==> src/rtl/encoder_pr_sequencer_if.sv <==
// ----------------------------------------------------------------------------
// encoder_pr_sequencer_if
// Resolution-control bundle between a requester/PPR lookup (master side) and
// the encoder sequencer (slave side).
//   pr_req        4   requested PR code (held stable until accepted)
//   pr_req_valid  1   request valid
//   pr_req_ready  1   sequencer can take a request this cycle
//   pr_cur        4   active PR code, drives the PPR lookup input
//   ppr_max       10  lookup result for pr_cur (pulses per revolution - 1)
//   pr_done       1   one-cycle pulse after a new PR code takes effect
// ----------------------------------------------------------------------------
interface encoder_pr_sequencer_if;
  logic [3:0] pr_req;
  logic       pr_req_valid;
  logic       pr_req_ready;
  logic [3:0] pr_cur;
  logic [9:0] ppr_max;
  logic       pr_done;

  modport master (
    output pr_req, pr_req_valid, ppr_max,
    input  pr_req_ready, pr_cur, pr_done
  );

  modport slave (
    input  pr_req, pr_req_valid, ppr_max,
    output pr_req_ready, pr_cur, pr_done
  );
endinterface

==> src/rtl/encoder_pr_sequencer.sv <==
// ----------------------------------------------------------------------------
// encoder_pr_sequencer
// Incremental-encoder emulator: produces quadrature A/B and index Z at a
// programmable step rate, and owns the PR resolution code fed to the PPR
// lookup. Resolution changes arrive over a valid/ready handshake and, while
// running, only take effect at the index so no revolution is ever truncated.
//   clk        in   system clock
//   reset      in   asynchronous active-high reset
//   en         in   1 = step generator running
//   dir        in   1 = forward, 0 = reverse
//   speed_div  in   one step every speed_div+1 cycles
//   pif        --   request handshake, pr_cur / ppr_max lookup, pr_done
//   enc_a/b/z  out  quadrature A, B and index
//   pos        out  pulse position within the revolution, 0..ppr_max
// ----------------------------------------------------------------------------
module encoder_pr_sequencer #(
  parameter logic [3:0] RESET_PR = 4'd4,
  parameter int         DIV_W    = 16
) (
  input  logic                 clk,
  input  logic                 reset,
  input  logic                 en,
  input  logic                 dir,
  input  logic [DIV_W-1:0]     speed_div,
  encoder_pr_sequencer_if.slave pif,
  output logic                 enc_a,
  output logic                 enc_b,
  output logic                 enc_z,
  output logic [9:0]           pos
);

  logic [DIV_W-1:0] div_q, div_d;
  logic [1:0]       phase_q, phase_d;
  logic [9:0]       pos_q, pos_d;
  logic [3:0]       pr_cur_q, pr_cur_d;
  logic [3:0]       pr_next_q, pr_next_d;
  logic             pending_q, pending_d;
  logic             done_q, done_d;
  logic             enc_a_q, enc_b_q, enc_z_q;

  logic step_fire;
  logic accept;
  logic apply;

  // Step-rate divider
  assign step_fire = en && (div_q == speed_div);

  always_comb begin
    div_d = '0;
    if (en && !step_fire) begin
      div_d = div_q + DIV_W'(1);
    end
  end

  // Handshake and apply decision. accept needs !pending and apply needs
  // pending, so the two can never coincide: a request accepted this cycle
  // applies at the earliest on the next one.
  assign accept = pif.pr_req_valid && !pending_q;
  assign apply  = pending_q &&
                  (!en || (pos_q == 10'd0 && phase_q == 2'd0 && !step_fire));

  always_comb begin
    phase_d   = phase_q;
    pos_d     = pos_q;
    pr_cur_d  = pr_cur_q;
    pr_next_d = pr_next_q;
    pending_d = pending_q;
    done_d    = 1'b0;

    if (apply) begin
      pr_cur_d  = pr_next_q;
      pos_d     = 10'd0;
      phase_d   = 2'd0;
      pending_d = 1'b0;
      done_d    = 1'b1;
    end else begin
      if (accept) begin
        pr_next_d = pif.pr_req;
        pending_d = 1'b1;
      end
      if (step_fire) begin
        if (dir) begin
          phase_d = phase_q + 2'd1;
          // >= (not ==) so a stale pos beyond a shrunken ppr_max still wraps
          if (phase_q == 2'd3) begin
            pos_d = (pos_q >= pif.ppr_max) ? 10'd0 : pos_q + 10'd1;
          end
        end else begin
          phase_d = phase_q - 2'd1;
          if (phase_q == 2'd0) begin
            pos_d = (pos_q == 10'd0) ? pif.ppr_max : pos_q - 10'd1;
          end
        end
      end
    end
  end

  // State and output registers; outputs come from next state so they move
  // in the same cycle as pos/phase.
  always_ff @(posedge clk or posedge reset) begin
    if (reset) begin
      div_q     <= '0;
      phase_q   <= 2'd0;
      pos_q     <= 10'd0;
      pr_cur_q  <= RESET_PR;
      pr_next_q <= RESET_PR;
      pending_q <= 1'b0;
      done_q    <= 1'b0;
      enc_a_q   <= 1'b0;
      enc_b_q   <= 1'b0;
      enc_z_q   <= 1'b0;
    end else begin
      div_q     <= div_d;
      phase_q   <= phase_d;
      pos_q     <= pos_d;
      pr_cur_q  <= pr_cur_d;
      pr_next_q <= pr_next_d;
      pending_q <= pending_d;
      done_q    <= done_d;
      enc_a_q   <= phase_d[1];
      enc_b_q   <= phase_d[1] ^ phase_d[0];
      enc_z_q   <= (pos_d == 10'd0) && (phase_d == 2'd0);
    end
  end

  assign pif.pr_req_ready = !pending_q;
  assign pif.pr_cur       = pr_cur_q;
  assign pif.pr_done      = done_q;
  assign enc_a            = enc_a_q;
  assign enc_b            = enc_b_q;
  assign enc_z            = enc_z_q;
  assign pos              = pos_q;

endmodule

==> src/flat_wrapper.sv <==
// flat-port wrapper written by rule: the top's interface ports become plain ports
module encoder_pr_sequencer_flat 
#(
  parameter logic [3:0] RESET_PR = 4'd4,
  parameter int         DIV_W    = 16
)
  (clk, reset, en, dir, speed_div, enc_a, enc_b, enc_z, pos, pif_pr_req, pif_pr_req_valid, pif_ppr_max, pif_pr_req_ready, pif_pr_cur, pif_pr_done);
  encoder_pr_sequencer_if pif_i ();
  input  logic clk;
  input  logic reset;
  input  logic en;
  input  logic dir;
  input  logic [DIV_W-1:0] speed_div;
  output logic enc_a;
  output logic enc_b;
  output logic enc_z;
  output logic [9:0] pos;
  input wire logic [$bits(pif_i.pr_req)-1:0] pif_pr_req;
  input wire logic [$bits(pif_i.pr_req_valid)-1:0] pif_pr_req_valid;
  input wire logic [$bits(pif_i.ppr_max)-1:0] pif_ppr_max;
  output wire logic [$bits(pif_i.pr_req_ready)-1:0] pif_pr_req_ready;
  output wire logic [$bits(pif_i.pr_cur)-1:0] pif_pr_cur;
  output wire logic [$bits(pif_i.pr_done)-1:0] pif_pr_done;
  assign pif_i.pr_req = pif_pr_req;
  assign pif_i.pr_req_valid = pif_pr_req_valid;
  assign pif_i.ppr_max = pif_ppr_max;
  assign pif_pr_req_ready = pif_i.pr_req_ready;
  assign pif_pr_cur = pif_i.pr_cur;
  assign pif_pr_done = pif_i.pr_done;
  encoder_pr_sequencer #(.RESET_PR(RESET_PR), .DIV_W(DIV_W)) u_core (.clk(clk), .reset(reset), .en(en), .dir(dir), .speed_div(speed_div), .pif(pif_i), .enc_a(enc_a), .enc_b(enc_b), .enc_z(enc_z), .pos(pos));
endmodule
==> config.mk <==
export PLATFORM = sky130hd
export DESIGN_NAME = encoder_pr_sequencer_flat
export DESIGN_NICKNAME = d
export VERILOG_FILES = /design/src/rtl/encoder_pr_sequencer_if.sv /design/src/rtl/encoder_pr_sequencer.sv /design/src/flat_wrapper.sv
export SDC_FILE = /design/constraint.sdc
export NUM_CORES = 1
export LEC_CHECK = 0
export CAP_MARGIN = 30
export CORE_MARGIN = 5
export CORE_UTILIZATION = 57
export DETAILED_ROUTE_END_ITERATION = 10
export HOLD_SLACK_MARGIN = 0.08
export PLACE_DENSITY = 0.86
export SETUP_SLACK_MARGIN = 0.5
export SLEW_MARGIN = 20
export SYNTH_ARGS = -nofsm -noshare
export SYNTH_HDL_FRONTEND = slang
export SYNTH_SLANG_ARGS = --single-unit
export TNS_END_PERCENT = 30
==> constraint.sdc <==
create_clock -name clk -period 8 [get_ports clk]
set_input_delay 1.6 -clock clk [delete_from_list [all_inputs] [get_ports clk]]
set_output_delay 1.6 -clock clk [all_outputs]
set_load 0.02 [all_outputs]
After elaboration in Yosys (flattened, before gate mapping)

Index checks and enable logic that the tools add are counted.

Bits in registers: 41
Latch bits: 0
Bits in writable memories: 0
Bits in read-only memories: 0
Bits of input ports: 35
Word-level logic and storage cells: 51
Memories kept: 0

Add/subtract/negate cells: 5
Multiply operators: 0
Divide/modulo/power cells: 0
$lt $le $gt $ge: 1
Equality and inequality tests: 2
Shift-type cells: 0
Multiplexer cells: 14
Bitwise gates (word level): 2
Reductions and logical operators: 17

Operators by type and width:

| cell                                               | number |
|---|---|
| two-way mux 10 bit                                 | 7 |
| zero test 10 bit                                   | 2 |
| adder 16 x 1 -> 16 bit, second input constant      | 1 |
| equality test 16 bit                               | 1 |
| two-way mux 16 bit                                 | 1 |
| adder 10 x 1 -> 10 bit, second input constant      | 1 |
| >= comparator 10 bit                               | 1 |
| subtractor 10 x 1 -> 10 bit, second input constant | 1 |
| logical AND 1 bit                                  | 7 |
| two-way mux 2 bit                                  | 3 |
| zero test 2 bit                                    | 2 |
| zero test 1 bit                                    | 3 |
| two-way mux 1 bit                                  | 3 |
| adder 2 x 1 -> 2 bit, second input constant        | 1 |
| equality test 2 bit, second input constant         | 1 |
| AND reduction 2 bit                                | 1 |
| nonzero test 2 bit                                 | 1 |
| subtractor 2 x 1 -> 2 bit, second input constant   | 1 |
| logical OR 1 bit                                   | 1 |
| inverter 1 bit                                     | 1 |
| bitwise XOR 1 bit                                  | 1 |

Depth between registers and ports, before layout

Depth in word-level cells: 9
Depth in mapped cells: 12
Mapped depth without buffers: 12

Worst setup path after synthesis

OpenSTA, ideal clock, no wires.

Path kind: input-to-reg
From: in speed_div[11]
To: reg u_core.enc_z_q, in the netlist u_core.enc_z
Library setup time: 0.096 ns
Arrival time: 3.678 ns
Data required time: 7.904 ns
Path slack: 4.226 ns
Stages on the path: 10
Cells stage by stage: xnor2_1 -> nand4_1 -> nor4_4 -> a21oi_2 -> o21ai_1 -> o31a_1 -> ha_1 -> inv_1 -> or4_4 -> nor4_2

Word-level cells in the longest chain between the ends: 9

Ends and longest elaborated chain:

| what                                                           | line                        | source |
|---|---|---|
| start, declared                                                | flat_wrapper.sv:13          | `input logic [DIV_W-1:0] speed_div;` |
| equality test 16 bit *                                         | encoder_pr_sequencer.sv:46  | `assign step_fire = en && (div_q == speed_div);` |
| logical AND 1 bit *                                            | encoder_pr_sequencer.sv:46  |  |
| zero test 1 bit                                                | encoder_pr_sequencer.sv:60  | `(!en \|\| (pos_q == 10'd0 && phase_q == 2'd0 && !step_fire));` |
| logical AND 1 bit                                              | encoder_pr_sequencer.sv:60  |  |
| logical OR 1 bit                                               | encoder_pr_sequencer.sv:60  |  |
| logical AND 1 bit                                              | encoder_pr_sequencer.sv:59  | `assign apply = pending_q &&` |
| two-way mux 10 bit / two-way mux 2 bit (equally long branches) | encoder_pr_sequencer.sv:70  | `if (apply) begin` |
| zero test 10 bit / zero test 2 bit (equally long branches)     | encoder_pr_sequencer.sv:122 | `enc_z_q <= (pos_d == 10'd0) && (phase_d == 2'd0);` |
| logical AND 1 bit *                                            | encoder_pr_sequencer.sv:122 |  |
| end signal, assigned                                           | encoder_pr_sequencer.sv:122 |  |
| end, declared                                                  | encoder_pr_sequencer.sv:39  | `logic enc_a_q, enc_b_q, enc_z_q;` |

Every way passes the cells marked *; elsewhere a longest branch is shown, timed or not.
A chain may end at the register's enable or synchronous reset.

Worst setup path after layout

From: in pif_ppr_max[3]
To: reg u_core.enc_z_q, in the netlist u_core.enc_z

Word-level cells in the longest chain between the ends: 8

Ends and longest elaborated chain:

| what                 | line                        | source |
|---|---|---|
| start, declared      | flat_wrapper.sv:20          | `input wire logic [$bits(pif_i.ppr_max)-1:0] pif_ppr_max;` |
| >= comparator 10 bit | encoder_pr_sequencer.sv:86  | `pos_d = (pos_q >= pif.ppr_max) ? 10'd0 : pos_q + 10'd1;` |
| two-way mux 10 bit   | encoder_pr_sequencer.sv:86  |  |
| two-way mux 10 bit   | encoder_pr_sequencer.sv:85  | `if (phase_q == 2'd3) begin` |
| two-way mux 10 bit   | encoder_pr_sequencer.sv:82  | `if (dir) begin` |
| two-way mux 10 bit   | encoder_pr_sequencer.sv:81  | `if (step_fire) begin` |
| two-way mux 10 bit   | encoder_pr_sequencer.sv:70  |  |
| via u_core.pos_d[1]  | encoder_pr_sequencer.sv:34  | `logic [9:0] pos_q, pos_d;` |
| zero test 10 bit     | encoder_pr_sequencer.sv:122 |  |
| logical AND 1 bit    | encoder_pr_sequencer.sv:122 |  |

The timed path passes the listed nets, and every way through them passes these cells.

==> flow_summary_export.csv <==
group,metric,value,unit
detailed_routing,antenna_left,0,
cts,cts_hold_buf,0,
timing,setup-tns-final,0,ps
cts,numCtsBuffers,5,
setup_path,ff2ff_setup_slack,4750,ps
cts,cts_buffer_depth,2,
yosys,synth_compound_area_share,17.5,%
yosys,synth_cell_types,67,
global_route,grt-ovfl-total,0,
power_and_ir_drop,switching_share,28.9,%
power_and_ir_drop,p_sw,161,uW
detailed_routing,first_pass_iters,5,
detailed_routing,wl_per_cell,15.8,um
yosys,synthAdderAreaFrac,6.31,%
detailed_routing,viasPerCell,5.96,
cts,cts_tree,"yes",
yosys,async_flop_share,100,%
power_and_ir_drop,peakVddDrop,0.000154,V
yosys,synth_top_area_share,32.0,%
power_and_ir_drop,p_per_area,154,mW/mm^2
hold_path,whs_endpoint,"u_core.pr_next_q[0]",
floorplan,initial_utilization,58.6,%
timing,period_share,53.3,%
floorplan,num_rows,26,
global_route,grt_pass1_wl,11900,um
power_and_ir_drop,power_frac_clock,26.1,%
floorplan,core-area,0.00507,sq mm
floorplan,io_pins,54,
global_route,grt-busiest-layer,"met2",
global_route,antenna_found_initial,0,
placed_design,gp_congestion,0.927,
detailed_routing,drc,0,
setup_path,start_kind,"primary input",
power_and_ir_drop,p_leak,0.00162,uW
status,run_status,"complete, no violations",
timing,hold_viol,0,
yosys,ys_seq_elements,40,
setup_path,arrival,4460,ps
cts,clk_pin_slew_worst_paths,70,ps
cts,cts.sinks,40,
setup_path,crit_fanout,5,
yosys,syn-num-nets,381,
yosys,yosys_warnings,0,
cts,clock_latency,290,ps
yosys,synth_mux_area_share,4.21,%
yosys,syn_inst,331,
timing,setup_viol,0,
finish,area_delta_synth_final,21.8,%
hold_path,hold_path_startpoint,"u_core.pr_next_q[0]",
detailed_routing,dr.first_iter.drc_count,243,
yosys,syn_area,0.00297,sq mm
timing,finalMaxSlewViolations,0,
flow_run,cap_violations,0,
power_and_ir_drop,seqPwrFrac,44.8,%
yosys,ys_top_cells_by_area,"dfrtp_1, ha_1, xnor2_1",
finish,nNetsFinal,428,
global_route,grt_use_met1,31.9,%
global_route,grt_pass1_vias,2568,
cts,post_cts_buffers,0,
cts,ctsResizeCount,0,
yosys,avgSynthCellArea,8.98,sq um
global_route,grtUsageMet3,3.25,%
timing,fin_skew,2.58,ps
setup_path,crit_type,"primary input to flip-flop",
timing,fin_crit,4260,ps
yosys,yosys.area_share.simple,22.6,%
setup_path,rr_worst_depth,12,
yosys,synth_edf_count,0,
finish,utilization,71.3,%
floorplan,dieArea,0.00676,sq mm
setup_path,r2r-end,"u_core.enc_z",
hold_path,hp-class,"flip-flop to flip-flop",
finish,final_layout_size_suffix_gt1_share,8.97,%
yosys,synth-seq-area-share,33.8,%
timing,fmax,0.235,GHz
global_route,grt_max_degree,41,
setup_path,timing.rr.start,"u_core.pos[0]",
detailed_routing,routed_wl,7100,um
yosys,synth_top_cell_by_area,"dfrtp_1",
cts,h-tree-depth,2,
floorplan,die_h,82.2,um
yosys,synth_top_family_by_area,"simple AND/OR/NAND/NOR gates",
hold_path,whs_path_depth,1,
power_and_ir_drop,p_int,396,uW
timing,rsz0062_at_grt,"false",
timing,slew_headroom,50.2,%
placed_design,port_buffers,53,
setup_path,endpoint_kind,"flip-flop",
yosys,synthFlopType,"dfrtp_1",
yosys,synth_xor_area_share,9.72,%
timing,tightestPinTransition,745,ps
global_route,grtUsageMet2,35.7,%
cts,cts-root-buf,"clkbuf_8",
power_and_ir_drop,p_comb_share,29.0,%
detailed_routing,vias,2676,
global_route,grt_usage,22.8,%
finish,diodes,0,
placed_design,hpwl,5390,um
setup_path,required,8200,ps
floorplan,dieWidth,82.2,um
## power groups by stage
stage	clock network (uW)	logic (uW)	registers [uW]
2_1_floorplan	0	81.7	266
3_3_place_gp	0	158	252
3_5_place_dp	0	161	253
4_1_cts	149	163	250
5_1_grt	157	175	254
6_report	146	162	250
## how the worst max path moves through the flow
| stage | slack (ps) | end | from |
|---|---|---|---|
| 2_1_floorplan | 4230 | u_core.enc_z | speed_div[11] |
| 3_3_place_gp | 3550 | u_core.enc_z | dir |
| 3_5_place_dp | 3460 | u_core.enc_z | speed_div[8] |
| 4_1_cts | 3760 | u_core.enc_z | dir |
| 5_1_grt | 3580 | u_core.enc_z | pif_ppr_max[5] |
| 6_report | 3740 | u_core.enc_z | pif_ppr_max[3] |
## final cells by class
class                   count  area, sq um
clock buffers               8          100
fillers                   422         1460
inverters                  26         97.6
multi-input cells         251         1790
flip-flops and latches     40         1000
well taps                  70         87.6
repair buffers             54          538
## registers in the layout, indices dropped and copies added (netlist names)
signal and count:
u_core.enc_z 1, u_core.pif.pr_cur 4, u_core.div_q 16, u_core.enc_a 1
u_core.pif.pr_done 1, u_core.phase_q 1, u_core.pos 10, u_core.pr_next_q 4
u_core.enc_b 1, u_core.pending_q 1
## cell usage after synthesis (3+ instances only)
master,count
dfrtp_1,38
nor2_1,30
nand2_1,27
inv_1,25
xnor2_1,21
ha_1,15
nand3_1,14
xor2_1,12
o21ai_0,11
a21oi_1,10
and3_1,8
clkbuf_1,8
mux2_2,8
nand4_1,8
and2_1,6
nand2b_1,4
nor3_1,4
o221ai_1,4
a211oi_1,3
a31oi_1,3
buf_2,3
buf_6,3
nor4_1,3
o21a_1,3
o41ai_1,3
or3_1,3
## kinds of logic after synthesis
logic type / after synthesis
and+or+nand+nor: 123
AOI/OAI and AO/OA: 69
buffers and inverters: 40
DFF: 40
xor gates and xnor gates: 33
adders and majority gates: 15
muxes: 11
## worst max-delay path: stages
cell	delay, ps
clkdlybuf4s50_1	490
inv_1	50
ha_1	280
nand4_1	110
o221a_1	270
o21ai_0	490
o221ai_1	240
a22o_1	260
or4_4	420
nor4_2	250
## through the flow
stage	std cells	total power, uW	hold slack, ps	setup WS (ps)	area (sq um)
final	449	557	514	3740	3620
after global routing	449	586	536	3580	3620
after CTS	449	561	515	3760	3620
after detailed placement	441	414	495	3460	3520
after global placement	441	410	485	3550	3520
after floorplan	331	347	475	4230	2970
## placed cells by master, fill, tap and decap left out, types with 3 or more instances in the layout
cell type	Yosys	routed
and3_1	8	8
nor3_1	4	4
o21a_1	3	3
nand2b_1	4	4
and2_1	6	6
o41ai_1	3	3
xor2_1	12	12
nand3_1	14	14
o221ai_1	4	4
a21oi_1	10	10
nand2_1	27	27
mux2_2	8	8
o21ai_0	11	11
nand4_1	8	8
nor2_1	30	30
inv_1	25	25
a211oi_1	3	3
xnor2_1	21	21
clkdlybuf4s50_1	0	53
nor4_1	3	3
clkbuf_8	0	7
or3_1	3	3
ha_1	15	15
a31oi_1	3	3
dfrtp_1	38	38
## metal layers
layer | wire length [um] | up-vias
li1 | - | 1285
met1 | 3150 | 1275
met2 | 3320 | 104
met4 | 143 | 0
met5 | 0 | -
met3 | 486 | 12
(Power assumes the default switching activity.)
==> RTL edit: new RTL, same flow settings <==
Make the reset (`reset`) synchronous in one clocked block. Comments in the files are not updated.
--- a/src/rtl/encoder_pr_sequencer.sv
+++ b/src/rtl/encoder_pr_sequencer.sv
@@ -97,7 +97,7 @@
 
   // State and output registers; outputs come from next state so they move
   // in the same cycle as pos/phase.
-  always_ff @(posedge clk or posedge reset) begin
+  always_ff @(posedge clk) begin
     if (reset) begin
       div_q     <= '0;
       phase_q   <= 2'd0;
Check against the original RTL: differs if reset is asserted again (counterexample within 4 cycles, from zero or initial values and one cycle with reset high); with reset held inactive, the same outputs for 10 cycles.
==> RTL edit against the original RTL <==
Setup slack lost 0.20 ns. Routed wire length grew 6.1%. Cell area shrank 5.8%. Non-clock buffer count shrank 1. Critical path type unchanged. First-iteration DRC count grew 30%. Synthesized area shrank 6.3%. Sequential cell count is the same. Critical endpoint is now u_core.enc_z.
Power is not compared: it rests on default switching activity, and its combinational part moved more than twofold at a synthesized area within 25%.
==> RTL edit: results (changes against the original RTL) <==
Synthesis
  • Post-Synth Adder-Cell Area: 0.0674 (+0.00422)
  • Post-synthesis compound-gate area fraction: 0.185 (+0.00992)
  • Post-synthesis mux area share: 0.0216 (-0.0205)
  • Post-synth top cells: nor2_1 (46), dfxtp_1 (40), nand2_1 (23)
  • Synth area leaders: dfxtp_1 (29%), xnor2_1 (6.9%), ha_1 (6.7%)
  • Sequential fraction of the synthesis area: 0.287 (-0.0502)
  • Net count after synthesis: 401 (+5.2%)
  • Netlist cell types: 63 (-6.0%)

Global route
  • First-pass GRT wire length: 12400 um (+4.3%)
  • All-Layer GR Usage: 0.244 (+0.0164)
  • Largest net degree at the start of global routing: 26 (-37%)

STA
  • Worst rel slew slack: 0.411 (-0.0902)
  • Setup Skew: 0.00896 ns (+0.00638 ns)
  • Fmax: 0.224 GHz (-4.6%)

Worst setup path
  • Arr. time, crit path: 4.71 ns (+0.25 ns)
  • Peak fanout along the critical path: 10 (+5)
  • Critical Path Slowest Stage Cell: nor4_4
  • CP peak stage delay: 0.55 ns (+0.06 ns)

Route
  • Met3 routed WL: 645 um (+33%)
  • Met1 wire length: 3240 um (+3.0%)
  • Total length of routed wires: 7530 um (+6.1%)
  • Vias per Instance: 6.23 (+4.6%)
  • Initial DRC count: 317 (+30%)

Status
  • Status: completed

Place
  • DP Worst Slack: 3.29 ns (-0.171 ns)
  • GPL Wtd Cong: 0.978 (+5.5%)
  • Dpl hpwl: 5630 um (+4.6%)

Final layout
  • Fillers: 383 (-9.2%)
[RTL edit: changes by cell type in the layout (fill, tap and decap cells not counted), moves of 8 or more]
cell / before / now
dfxtp_1: 0 / 40
nand4_1: 8 / 16
mux2_2: 8 / 0
nor2_1: 30 / 46
dfrtp_1: 38 / 0
a21oi_1: 10 / 18
[RTL edit: worst max-delay path, delay by kind of cell]
family,cells,cell delay [ns]
adder cells (fa/ha/maj),1,0.19
AND/OR/NAND/NOR,8,1.96
buffers and inverters,1,0.48
AO/OA/AOI/OAI,2,0.35
XOR/XNOR,1,0.14
[RTL edit: where the power goes]
part / leakage (uW) / internal [uW] / switching [uW] / total, uW
Clock: 0.0000479 / 60.7 / 72.4 / 133
Combinational: 0.000927 / 31.8 / 27.5 / 59.3
Sequential: 0.000324 / 203 / 2.53 / 205
[RTL edit: layout make-up]
class                   count  area (um2)  share of cell area
inverters                  18        67.6              0.0198
clock inverters             3        18.8             0.00550
repair buffers             53         531               0.156
clock buffers               5        68.8              0.0202
multi-input cells         275        1840               0.539
flip-flops and latches     40         801               0.235
well taps                  67        83.8              0.0246
[RTL edit: metrics by stage]
step,hold slack (ns),instance area [um2],util,std cells
after floorplan,0.427,2790,-,351
after global placement,0.437,3320,0.703,453
after detailed placement,0.477,3320,0.703,453
after CTS,0.495,3410,0.722,461
after global routing,0.518,3410,0.722,461
final,0.484,3410,0.722,461
[RTL edit: worst paths after layout]
| kind | to | cells after the start | startpoint |
|---|---|---|---|
| hold / removal | u_core.pif.pr_cur[2] | 1 | u_core.pr_next_q[2] |
| setup reg to reg | u_core.enc_z | 13 | u_core.pos[0] |
| hold reg to reg | u_core.pif.pr_cur[2] | 1 | u_core.pr_next_q[2] |
| setup / recovery | u_core.enc_z | 13 | speed_div[1] |
[RTL edit: cell families (layout without fill, tap and decap cells)]
logic type / after synthesis / count (layout)
simple gates: 149 / 149
fa+ha+maj: 15 / 15
buf+inv: 36 / 79
xor+xnor: 32 / 32
compound gates: 73 / 73
mux: 6 / 6
flops: 40 / 40
[RTL edit: layer usage]
layer,track usage,vias up
li1,-,1354
met1,0.308,1335
met2,0.397,153
met3,0.0474,32
met4,0.117,0
met5,0,-
